===== src/rtl/sprite_pkg.sv =====
// Shared types and constants for the sprite mover: key FSM states,
// movement directions and the bit positions of player_input.
package sprite_pkg;

    typedef enum logic [1:0] {
        KEY_IDLE,
        KEY_HELD,
        KEY_REPEAT
    } key_state_t;

    typedef enum logic [2:0] {
        DIR_NONE,
        DIR_UP,
        DIR_DOWN,
        DIR_LEFT,
        DIR_RIGHT
    } dir_t;

    localparam int IN_UP    = 3;
    localparam int IN_DOWN  = 2;
    localparam int IN_LEFT  = 1;
    localparam int IN_RIGHT = 0;

    // Highest set bit wins, so simultaneous keys never produce a diagonal.
    function automatic dir_t select_dir(input logic [3:0] keys);
        if (keys[IN_UP])         return DIR_UP;
        else if (keys[IN_DOWN])  return DIR_DOWN;
        else if (keys[IN_LEFT])  return DIR_LEFT;
        else if (keys[IN_RIGHT]) return DIR_RIGHT;
        else                     return DIR_NONE;
    endfunction

endpackage


===== src/rtl/key_repeat.sv =====
// Key press/auto-repeat FSM: turns the held player keys into a direction
// and a combinational move strobe (first press, then delay, then rate).
module key_repeat
    import sprite_pkg::*;
#(
    parameter int REPEAT_DELAY = 8,
    parameter int REPEAT_RATE  = 4
) (
    input  logic       clk,
    input  logic       reset,
    input  logic       i_freeze,
    input  logic [3:0] i_keys,
    output logic [2:0] o_dir,
    output logic       o_move
);

    localparam int CNT_MAX = (REPEAT_DELAY > REPEAT_RATE) ? REPEAT_DELAY : REPEAT_RATE;
    localparam int CNT_W   = $clog2(CNT_MAX + 1);

    key_state_t       r_state, w_state_nxt;
    dir_t             r_dir, w_dir_nxt;
    logic [CNT_W-1:0] r_cnt, w_cnt_nxt;
    logic             r_block, w_block_nxt;
    dir_t             w_sel;

    assign w_sel = select_dir(i_keys);
    assign o_dir = w_sel;

    always_ff @(posedge clk) begin
        if (reset) begin
            r_state <= KEY_IDLE;
            r_dir   <= DIR_NONE;
            r_cnt   <= '0;
            // A key held through reset must be released before it counts.
            r_block <= (i_keys != 4'd0);
        end else begin
            r_state <= w_state_nxt;
            r_dir   <= w_dir_nxt;
            r_cnt   <= w_cnt_nxt;
            r_block <= w_block_nxt;
        end
    end

    // r_cnt holds the number of cycles since the last move event.
    always_comb begin
        w_state_nxt = r_state;
        w_dir_nxt   = r_dir;
        w_cnt_nxt   = r_cnt;
        w_block_nxt = r_block;
        o_move      = 1'b0;
        if (i_freeze) begin
            w_state_nxt = KEY_IDLE;
            w_dir_nxt   = DIR_NONE;
            w_cnt_nxt   = '0;
            w_block_nxt = (w_sel != DIR_NONE);
        end else if (w_sel == DIR_NONE) begin
            w_state_nxt = KEY_IDLE;
            w_dir_nxt   = DIR_NONE;
            w_cnt_nxt   = '0;
            w_block_nxt = 1'b0;
        end else if (!r_block) begin
            if (r_state == KEY_IDLE || w_sel != r_dir) begin
                o_move      = 1'b1;
                w_state_nxt = KEY_HELD;
                w_dir_nxt   = w_sel;
                w_cnt_nxt   = CNT_W'(1);
            end else if (r_state == KEY_HELD && r_cnt == CNT_W'(REPEAT_DELAY)) begin
                o_move      = 1'b1;
                w_state_nxt = KEY_REPEAT;
                w_cnt_nxt   = CNT_W'(1);
            end else if (r_state == KEY_REPEAT && r_cnt == CNT_W'(REPEAT_RATE)) begin
                o_move      = 1'b1;
                w_cnt_nxt   = CNT_W'(1);
            end else begin
                w_cnt_nxt   = r_cnt + CNT_W'(1);
            end
        end
    end

endmodule


===== src/rtl/sprite_mover.sv =====
// Grid sprite: holds position and lives, applies steps from key_repeat,
// handles edge clamp/wrap, goal respawn, hits and the dead/frozen states.
module sprite_mover
    import sprite_pkg::*;
#(
    parameter int GRID_W       = 16,
    parameter int GRID_H       = 16,
    parameter int START_X      = 0,
    parameter int START_Y      = 8,
    parameter int WRAP_X       = 0,
    parameter int LIVES        = 3,
    parameter int REPEAT_DELAY = 8,
    parameter int REPEAT_RATE  = 4
) (
    input  logic                      clk,
    input  logic                      reset,
    input  logic                      new_game,
    input  logic                      freeze,
    input  logic [3:0]                player_input,
    input  logic                      hit,
    output logic [$clog2(GRID_W)-1:0] pos_x,
    output logic [$clog2(GRID_H)-1:0] pos_y,
    output logic [3:0]                lives,
    output logic                      moved,
    output logic                      goal,
    output logic                      dead
);

    localparam int XW = $clog2(GRID_W);
    localparam int YW = $clog2(GRID_H);
    localparam logic [XW-1:0] X_MAX   = XW'(GRID_W - 1);
    localparam logic [YW-1:0] Y_MAX   = YW'(GRID_H - 1);
    localparam logic [XW-1:0] X_START = XW'(START_X);
    localparam logic [YW-1:0] Y_START = YW'(START_Y);

    logic [XW-1:0] r_x, w_x_step;
    logic [YW-1:0] r_y, w_y_step;
    logic [3:0]    r_lives;
    logic          r_moved, r_goal;
    logic          w_restart, w_dead, w_move, w_step_ok;
    logic [2:0]    w_dir;

    assign w_restart = reset | new_game;
    assign w_dead    = (r_lives == 4'd0);

    key_repeat #(
        .REPEAT_DELAY (REPEAT_DELAY),
        .REPEAT_RATE  (REPEAT_RATE)
    ) u_key_repeat (
        .clk      (clk),
        .reset    (w_restart),
        .i_freeze (freeze),
        .i_keys   (player_input),
        .o_dir    (w_dir),
        .o_move   (w_move)
    );

    always_comb begin
        w_x_step  = r_x;
        w_y_step  = r_y;
        w_step_ok = 1'b0;
        case (w_dir)
            DIR_UP:    if (r_y != Y_MAX) begin w_y_step = r_y + YW'(1); w_step_ok = 1'b1; end
            DIR_DOWN:  if (r_y != '0)    begin w_y_step = r_y - YW'(1); w_step_ok = 1'b1; end
            DIR_LEFT: begin
                if (r_x != '0) begin
                    w_x_step  = r_x - XW'(1);
                    w_step_ok = 1'b1;
                end else if (WRAP_X != 0) begin
                    w_x_step  = X_MAX;
                    w_step_ok = 1'b1;
                end
            end
            DIR_RIGHT: begin
                if (r_x != X_MAX) begin
                    w_x_step  = r_x + XW'(1);
                    w_step_ok = 1'b1;
                end else if (WRAP_X != 0) begin
                    w_x_step  = '0;
                    w_step_ok = 1'b1;
                end
            end
            default: ;
        endcase
    end

    // Priority: restart > freeze/dead hold > hit > goal-row respawn > step.
    always_ff @(posedge clk) begin
        if (w_restart) begin
            r_x     <= X_START;
            r_y     <= Y_START;
            r_lives <= 4'(LIVES);
            r_moved <= 1'b0;
            r_goal  <= 1'b0;
        end else begin
            r_moved <= 1'b0;
            r_goal  <= 1'b0;
            if (freeze || w_dead) begin
                r_x <= r_x;
            end else if (hit) begin
                r_lives <= r_lives - 4'd1;
                r_x     <= X_START;
                r_y     <= Y_START;
            end else if (r_y == Y_MAX) begin
                r_x <= X_START;
                r_y <= Y_START;
            end else if (w_move && w_step_ok) begin
                r_x     <= w_x_step;
                r_y     <= w_y_step;
                r_moved <= 1'b1;
                r_goal  <= (w_y_step == Y_MAX);
            end
        end
    end

    assign pos_x = r_x;
    assign pos_y = r_y;
    assign lives = r_lives;
    assign moved = r_moved;
    assign goal  = r_goal;
    assign dead  = w_dead;

endmodule


===== config.mk =====
export PLATFORM = sky130hd
export DESIGN_NAME = sprite_mover
export DESIGN_NICKNAME = d
export VERILOG_FILES = /design/src/rtl/sprite_pkg.sv /design/src/rtl/key_repeat.sv /design/src/rtl/sprite_mover.sv
export SDC_FILE = /design/constraint.sdc
export NUM_CORES = 1
export LEC_CHECK = 0
export ABC_AREA = 1
export CAP_MARGIN = 10
export CORE_MARGIN = 4
export CORE_UTILIZATION = 35
export CTS_CLUSTER_SIZE = 10
export DETAILED_ROUTE_END_ITERATION = 8
export MAX_ROUTING_LAYER = met4
export PLACE_DENSITY = 0.57
export SLEW_MARGIN = 20
export SYNTH_ARGS = -nofsm -noshare
export SYNTH_HDL_FRONTEND = slang
export SYNTH_SLANG_ARGS = --single-unit

===== constraint.sdc =====
create_clock -name clk -period 2.5 [get_ports clk]
set_clock_uncertainty 0.1 [all_clocks]
set_input_delay 0.625 -clock clk [delete_from_list [all_inputs] [get_ports clk]]
set_output_delay 0.625 -clock clk [all_outputs]
set_load 0.01 [all_outputs]

### Yosys cells after proc, flatten, opt, wreduce, memory -nomap -nowiden

Cells that the tools add are included.

| word-level totals | value |
|---|---|
| register bits | 24 |
| input bits | 9 |
| output and inout bits | 15 |
| logic and storage cells | 94 |

| cells by class | value |
|---|---|
| add/subtract/negate cells | 6 |
| eq/ne operators | 15 |
| mux-type cells | 36 |
| bitwise logic cells | 4 |
| reductions and logical operators | 24 |

Operator list:

| cell | number |
|---|---|
| 4-bit two-way mux | 13 |
| 4-bit != test (second input constant) | 4 |
| 4-bit case mux with 2 select lines | 2 |
| 4-bit nonzero test | 4 |
| 1-bit two-way mux | 14 |
| 4-bit by 1-bit adder with 4-bit output (second input constant) | 3 |
| 4-bit equality test (second input constant) | 3 |
| 3-bit two-way mux | 4 |
| 4-bit by 1-bit subtractor with 4-bit output (second input constant) | 3 |
| 3-bit nonzero test | 3 |
| 2-bit AND reduction | 4 |
| 3-bit by 2-bit equality test with 1-bit output (second input constant) | 2 |
| 5-bit AND reduction | 1 |
| 5-bit OR reduction | 1 |
| 4-bit by 3-bit equality test with 1-bit output (second input constant) | 1 |
| 4-bit zero test | 1 |
| 2-bit two-way mux | 2 |
| 1-bit case mux with 4 select lines | 1 |
| 4-bit OR reduction | 1 |
| 3-bit by 1-bit equality test with 1-bit output (second input constant) | 1 |
| 3-bit equality test (second input constant) | 1 |
| 1-bit logical AND | 3 |
| 3-bit zero test | 1 |
| 3-bit != test | 1 |
| other kinds (8) | 11 |

### Longest topological paths before layout

Gate-level depths: netlist of run 1.

| logic depth | value |
|---|---|
| word-level depth | 14 |
| depth in mapped cells | 13 |
| depth with buffers taken out | 12 |

### By module

A second synthesis of run 1 with hierarchy kept.

| second synthesis, totals | value |
|---|---|
| cell total of the unflattened synthesis | 274 |
| area total of the unflattened synthesis | 1805.5 um^2 |

By module, submodules not included:

| module | times used | cells an instance | area each (um^2) | sequential area each (um^2) |
|---|---|---|---|---|
| sprite_mover | 1 | 177 | 1153.6 | 280.3 |
| key_repeat | 1 | 97 | 651.9 | 210.2 |

### Worst setup path before layout of run 1

Ideal clock, no wire load.

| path | value |
|---|---|
| path type | input -> register |
| start | input player_input[3] |
| end | register r_x[1] (netlist: pos_x[1]) |
| setup time | 0.064 ns |
| data arrival time | 1.777 ns |
| data required time | 2.336 ns |
| slack | 0.559 ns |
| cell stages on the path | 8 |
| path buffers | 0 |
| path through | inv_2 -> nand2_2 -> nor2_4 -> fa_1 -> or2_2 -> nand3_1 -> nand2_1 -> nor2_1 |

| on the way | value |
|---|---|
| longest elaborated chain between the ends | 10 |
| elaborated cells on any way between the ends | 23 |
| classes of those cells | 7 x eq/ne; 10 x mux; 6 x reduce/logical |

Ends and longest elaborated chain:

| element | RTL line | text |
|---|---|---|
| from (decl) | sprite_mover.sv:19 | `input logic [3:0] player_input,` |
| 3-bit two-way mux * | sprite_pkg.sv:26 | `if (keys[IN_UP]) return DIR_UP;` |
| 3-bit != test | key_repeat.sv:62 | `if (r_state == KEY_IDLE \|\| w_sel != r_dir) begin` |
| 1-bit logical OR | key_repeat.sv:62 |  |
| 1-bit two-way mux | key_repeat.sv:62 |  |
| 1-bit two-way mux | key_repeat.sv:61 | `end else if (!r_block) begin` |
| 1-bit two-way mux | key_repeat.sv:56 | `end else if (w_sel == DIR_NONE) begin` |
| 1-bit two-way mux | key_repeat.sv:51 | `if (i_freeze) begin` |
| 1-bit logical AND | sprite_mover.sv:107 | `end else if (w_move && w_step_ok) begin` |
| 3-bit nonzero test (no line) | - |  |
| 5-bit AND reduction (no line) | - |  |
| to (signal assigned) | sprite_mover.sv:99 | `r_x <= r_x;` |
| to (signal assigned) | sprite_mover.sv:108 | `r_x <= w_x_step;` |
| to (decl) | sprite_mover.sv:36 | `logic [XW-1:0] r_x, w_x_step;` |

Every way passes the cells marked *; elsewhere a longest branch is shown, timed or not. The select of a mux whose other input is x is not followed.
A chain may end at the register's enable or synchronous reset.

### Worst setup path in the final report of run 1

| path | value |
|---|---|
| start | register r_lives[1] (netlist: lives[1]) |
| end | output dead |

| on the way | value |
|---|---|
| longest elaborated chain between the ends | 1 |

Ends and longest elaborated chain:

| element | RTL line | text |
|---|---|---|
| from (decl) | sprite_mover.sv:38 | `logic [3:0] r_lives;` |
| from (signal assigned) | sprite_mover.sv:92 | `r_lives <= 4'(LIVES);` |
| from (signal assigned) | sprite_mover.sv:101 | `r_lives <= r_lives - 4'd1;` |
| 4-bit zero test | sprite_mover.sv:44 | `assign w_dead = (r_lives == 4'd0);` |
| to (decl) | sprite_mover.sv:26 | `output logic dead` |

No other way between the ends.

==> results of run 1 <==
==> path summary, 6_finish.rpt <==
path | start | depth (start not counted) | endpoint
worst max-delay path | lives[1] | 5 | dead
worst min register to register | u_key_repeat.r_dir[0] | 2 | u_key_repeat.r_dir[0]
worst max register to register | pos_y[0] | 8 | pos_x[1]
worst min-delay path | u_key_repeat.r_dir[0] | 2 | u_key_repeat.r_dir[0]
==> per-layer routing <==
| layer | track usage | wire (µm) | vias up |
|---|---|---|---|
| met3 | 0.0304 | 119 | 2 |
| met2 | 0.215 | 1670 | 17 |
| met1 | 0.175 | 1870 | 689 |
| met4 | 0.0267 | 25 | 0 |
| li1 | - | - | 861 |
| met5 | - | 0 | - |
==> stage by stage <==
step / cells / TNS (ns)
after floorplan: 248 / 0
after global placement: 333 / 0
after detailed placement: 333 / -0.0378
after CTS: 337 / 0
after global routing: 337 / 0
final: 337 / 0
==> worst min-delay path: cells and delay by family, from the launching register on <==
| kind | cells | cell delay, ns |
|---|---|---|
| DFF | 1 | 0.31 |
| buffers and inverters | 1 | 0.08 |
| AOI/OAI and AO/OA | 1 | 0.06 |
==> power groups by stage <==
stage          registers, mW  clock network [mW]  logic, mW
2_1_floorplan          0.414                   0      0.123
3_3_place_gp           0.415                   0      0.180
3_5_place_dp           0.416                   0      0.179
4_1_cts                0.407               0.251      0.180
5_1_grt                0.409               0.264      0.205
6_report               0.406               0.237      0.180
==> cell usage in the layout, fill, tap and decap left out <==
cell,instances
nor2_4,3
o31ai_1,1
nand2b_1,1
dfxtp_1,23
nand2_1,50
a21o_1,1
fa_1,1
nand2_4,1
nor2_2,4
nor3_1,4
inv_2,2
clkbuf_1,1
or2_2,1
nand3b_1,1
nor2_1,28
edfxtp_1,1
and3_1,1
inv_1,38
xnor2_1,1
a21oi_1,19
nand2_2,8
xor2_1,6
bufinv_8,1
nand4_1,4
o21ai_0,7
nand3_2,2
clkbuf_8,3
ha_1,7
a21oi_4,1
buf_4,13
clkdlybuf4s50_1,23
a31oi_1,1
nand3_1,24
o21ai_1,2
nor4_1,1
==> layout make-up <==
type                    count  area, µm²
clock buffers               4       45.0
multi-input cells         180        977
fillers                   474       2400
repair buffers             36        328
well taps                  52       65.1
flip-flops and latches     24        490
inverters                  41        168
==> sequential cells by signal (all words and copies together) (netlist names) <==
name	count
u_key_repeat.r_dir	3
u_key_repeat.r_cnt	4
pos_y	4
goal	1
lives	4
u_key_repeat.r_state	2
pos_x	4
moved	1
u_key_repeat.r_block	1
==> cells by family after synthesis <==
logic type | synth area share
flip-flops | 0.294
buffers and inverters | 0.122
AO/OA/AOI/OAI | 0.106
adder cells (fa/ha/maj) | 0.0645
AND/OR/NAND/NOR | 0.376
XOR/XNOR | 0.0367
==> metrics.md, run 1 <==
| Metric | Value |
|---|---|
| Longest individual stage delay on the worst path | `0.54 ns` |
| Wire length of the first global-routing pass | `6.44 mm` |
| Clk sinks | `24` |
| Classification of the worst-slack hold path | `register to register` |
| Post-synthesis async set-or-reset flop share | `0` |
| DP Worst Slack | `-0.0268 ns` |
| CP max stage cell | `clkdlybuf4s50_1` |
| Share of total power in the clock network | `0.288` |
| Number of DRC markers after the initial detailed-route iteration | `82` |
| Via count of the first global-routing pass | `1481` |
| Share of total power consumed by net switching | `0.286` |
| CTS Buffer Depth | `2` |
| Aggregate global routing overflow | `0` |
| Die Wd | `77.1 µm` |
| Distinct cell type count after synthesis | `34` |
| Critical path's top delay family | `buffers and inverters` |
| Antenna Diode Count | `0` |
| Worst-path clk slew | `0.09 ns` |
| Count of flip-flops with a built-in enable after synthesis | `1` |
| Endpoints failing hold | `0` |
| Worst voltage drop across the vdd grid | `0.328 mV` |
| Maximum fanout count along the critical path | `5` |
| Critical path type | `register to output port` |
| Run status | `finished, final reports clean` |
| Core box area | `0.00447 mm²` |
| Post-DRT Antenna Nets | `0` |
| CP Buf/Inv Count | `3` |
| Critical path launch point type | `register` |
| Library cell occupying the most area in the post-synthesis netlist | `dfxtp_1` |
| Relative contribution of sequential cells to total power | `0.493` |
| Max transition margin | `0.775` |
| #FFs+latches synth | `24` |
| Power, Total | `0.824 mW` |
| MaxCap Viol Count | `0` |
| Post-route worst setup slack | `0.182 ns` |
| GP Congestion | `0.806` |
| Layout overhead on the synthesized area | `24.2%` |
| RSZ-0062 raised after global routing | `no` |
| Number of hold-repair buffers added at the cts stage | `0` |
| Number of endpoints failing setup at the final stage | `0` |
| Number of cells produced by synthesis | `248` |
| Die ar. | `0.00594 mm²` |
| Final critical path time including I/O delays and setup | `2.32 ns` |
| Net count, final | `303` |
| Number of top-level pins | `24` |
| Clock latency reported for the late side of the worst-skew pair | `0.27 ns` |
| Per-instance average area after synthesis | `6.73 µm²` |
| Crit share post-route | `0.927` |
| Combinational Power Share | `0.218` |
| Sequence of cells on the critical path | `inv_1 -> ha_1 -> nand3_1 -> inv_1 -> clkdlybuf4s50_1` |
| Power Internal | `0.588 mW` |
| Number of clock buffers inserted by TritonCTS | `3` |
| Vias | `1569` |
| Number of antenna violations at the first check in global routing | `0` |
| Crit path arrival time | `1.59 ns` |
| Leading cell types by total area after synthesis | `dfxtp_1, nand2_1, inv_1` |
| Root Buffer Master | `clkbuf_8` |
| Register area share after synthesis | `0.294` |
| Maximum level of the CTS H-tree | `1` |
| CP Capture Type | `output port` |
| Leading register cell type out of synthesis | `dfxtp_1` |
| Drt total wl | `3.68 mm` |
| Fin util | `0.463` |
| Required arrival time at the worst endpoint | `1.77 ns` |
| First drt pass iteration count | `4` |
| HPWL after detailed placement | `2.97 mm` |
| Actual slew at the worst max-slew pin | `0.334 ns` |
| Post-DR wirelength/cell | `10.9 µm` |
| Final hold slack | `0.384 ns` |
| Cell types with the highest counts after synthesis | `nand2_1, inv_1, nor2_1, nand3_1, dfxtp_1` |
| Initial cell density of the core | `0.373` |
| Largest net degree at the start of global routing | `17` |
| Global-route usage over all layers | `0.134` |
| Cells resized by post-CTS repair | `0` |
| Switching pwr | `0.236 mW` |
| Total number of yosys warnings | `0` |
| Final slew viol count | `0` |
| Register-to-register path setup slack | `0.61 ns` |
| Fraction of layout instances using a drive strength above 1 | `0.137` |
| Placement row count | `24` |
| Post-route standard cell area excluding fillers | `0.00207 mm²` |
| Total power per unit cell area | `397 mW/mm²` |
| Clock tree from TritonCTS | `done` |
| Count of input and output buffers | `23` |
| Number of remaining DRC errors | `0` |
| Cell with the most instances after synthesis | `nand2_1` |
| Die Ht | `77.1 µm` |
| Via-per-instance ratio | `4.66` |
| Post-synthesis instance area | `0.00167 mm²` |
| Highest clock rate | `431 MHz` |
| Leakage | `0.956 nW` |
| Crit path top cell by count | `inv_1` |
| Placed cell area | `0.00203 mm²` |
| Post-CTS Setup Repair Bufs | `0` |
| Share of Yosys cell area claimed by the top area cell type | `0.276` |
| Post-synth net total | `265` |
Note: power is estimated with default switching activity, not from simulation.
==> inputs of run 2 (changes only) <==
--- a/config.mk
+++ b/config.mk
@@ -6,7 +6,7 @@
 export NUM_CORES = 1
 export LEC_CHECK = 0
 export ABC_AREA = 1
-export CAP_MARGIN = 10
+export CAP_MARGIN = 20
 export CORE_MARGIN = 4
 export CORE_UTILIZATION = 35
 export CTS_CLUSTER_SIZE = 10
==> results of run 2 <==
No change in the layout: final DEF, timing and power equal those of run 1.
==> inputs of run 3 (changes only) <==
--- a/config.mk
+++ b/config.mk
@@ -9,6 +9,7 @@
 export CAP_MARGIN = 20
 export CORE_MARGIN = 4
 export CORE_UTILIZATION = 35
+export CTS_CLUSTER_DIAMETER = 100
 export CTS_CLUSTER_SIZE = 10
 export DETAILED_ROUTE_END_ITERATION = 8
 export MAX_ROUTING_LAYER = met4
==> results of run 3 <==
No change in the layout: final DEF, timing and power equal those of run 1.
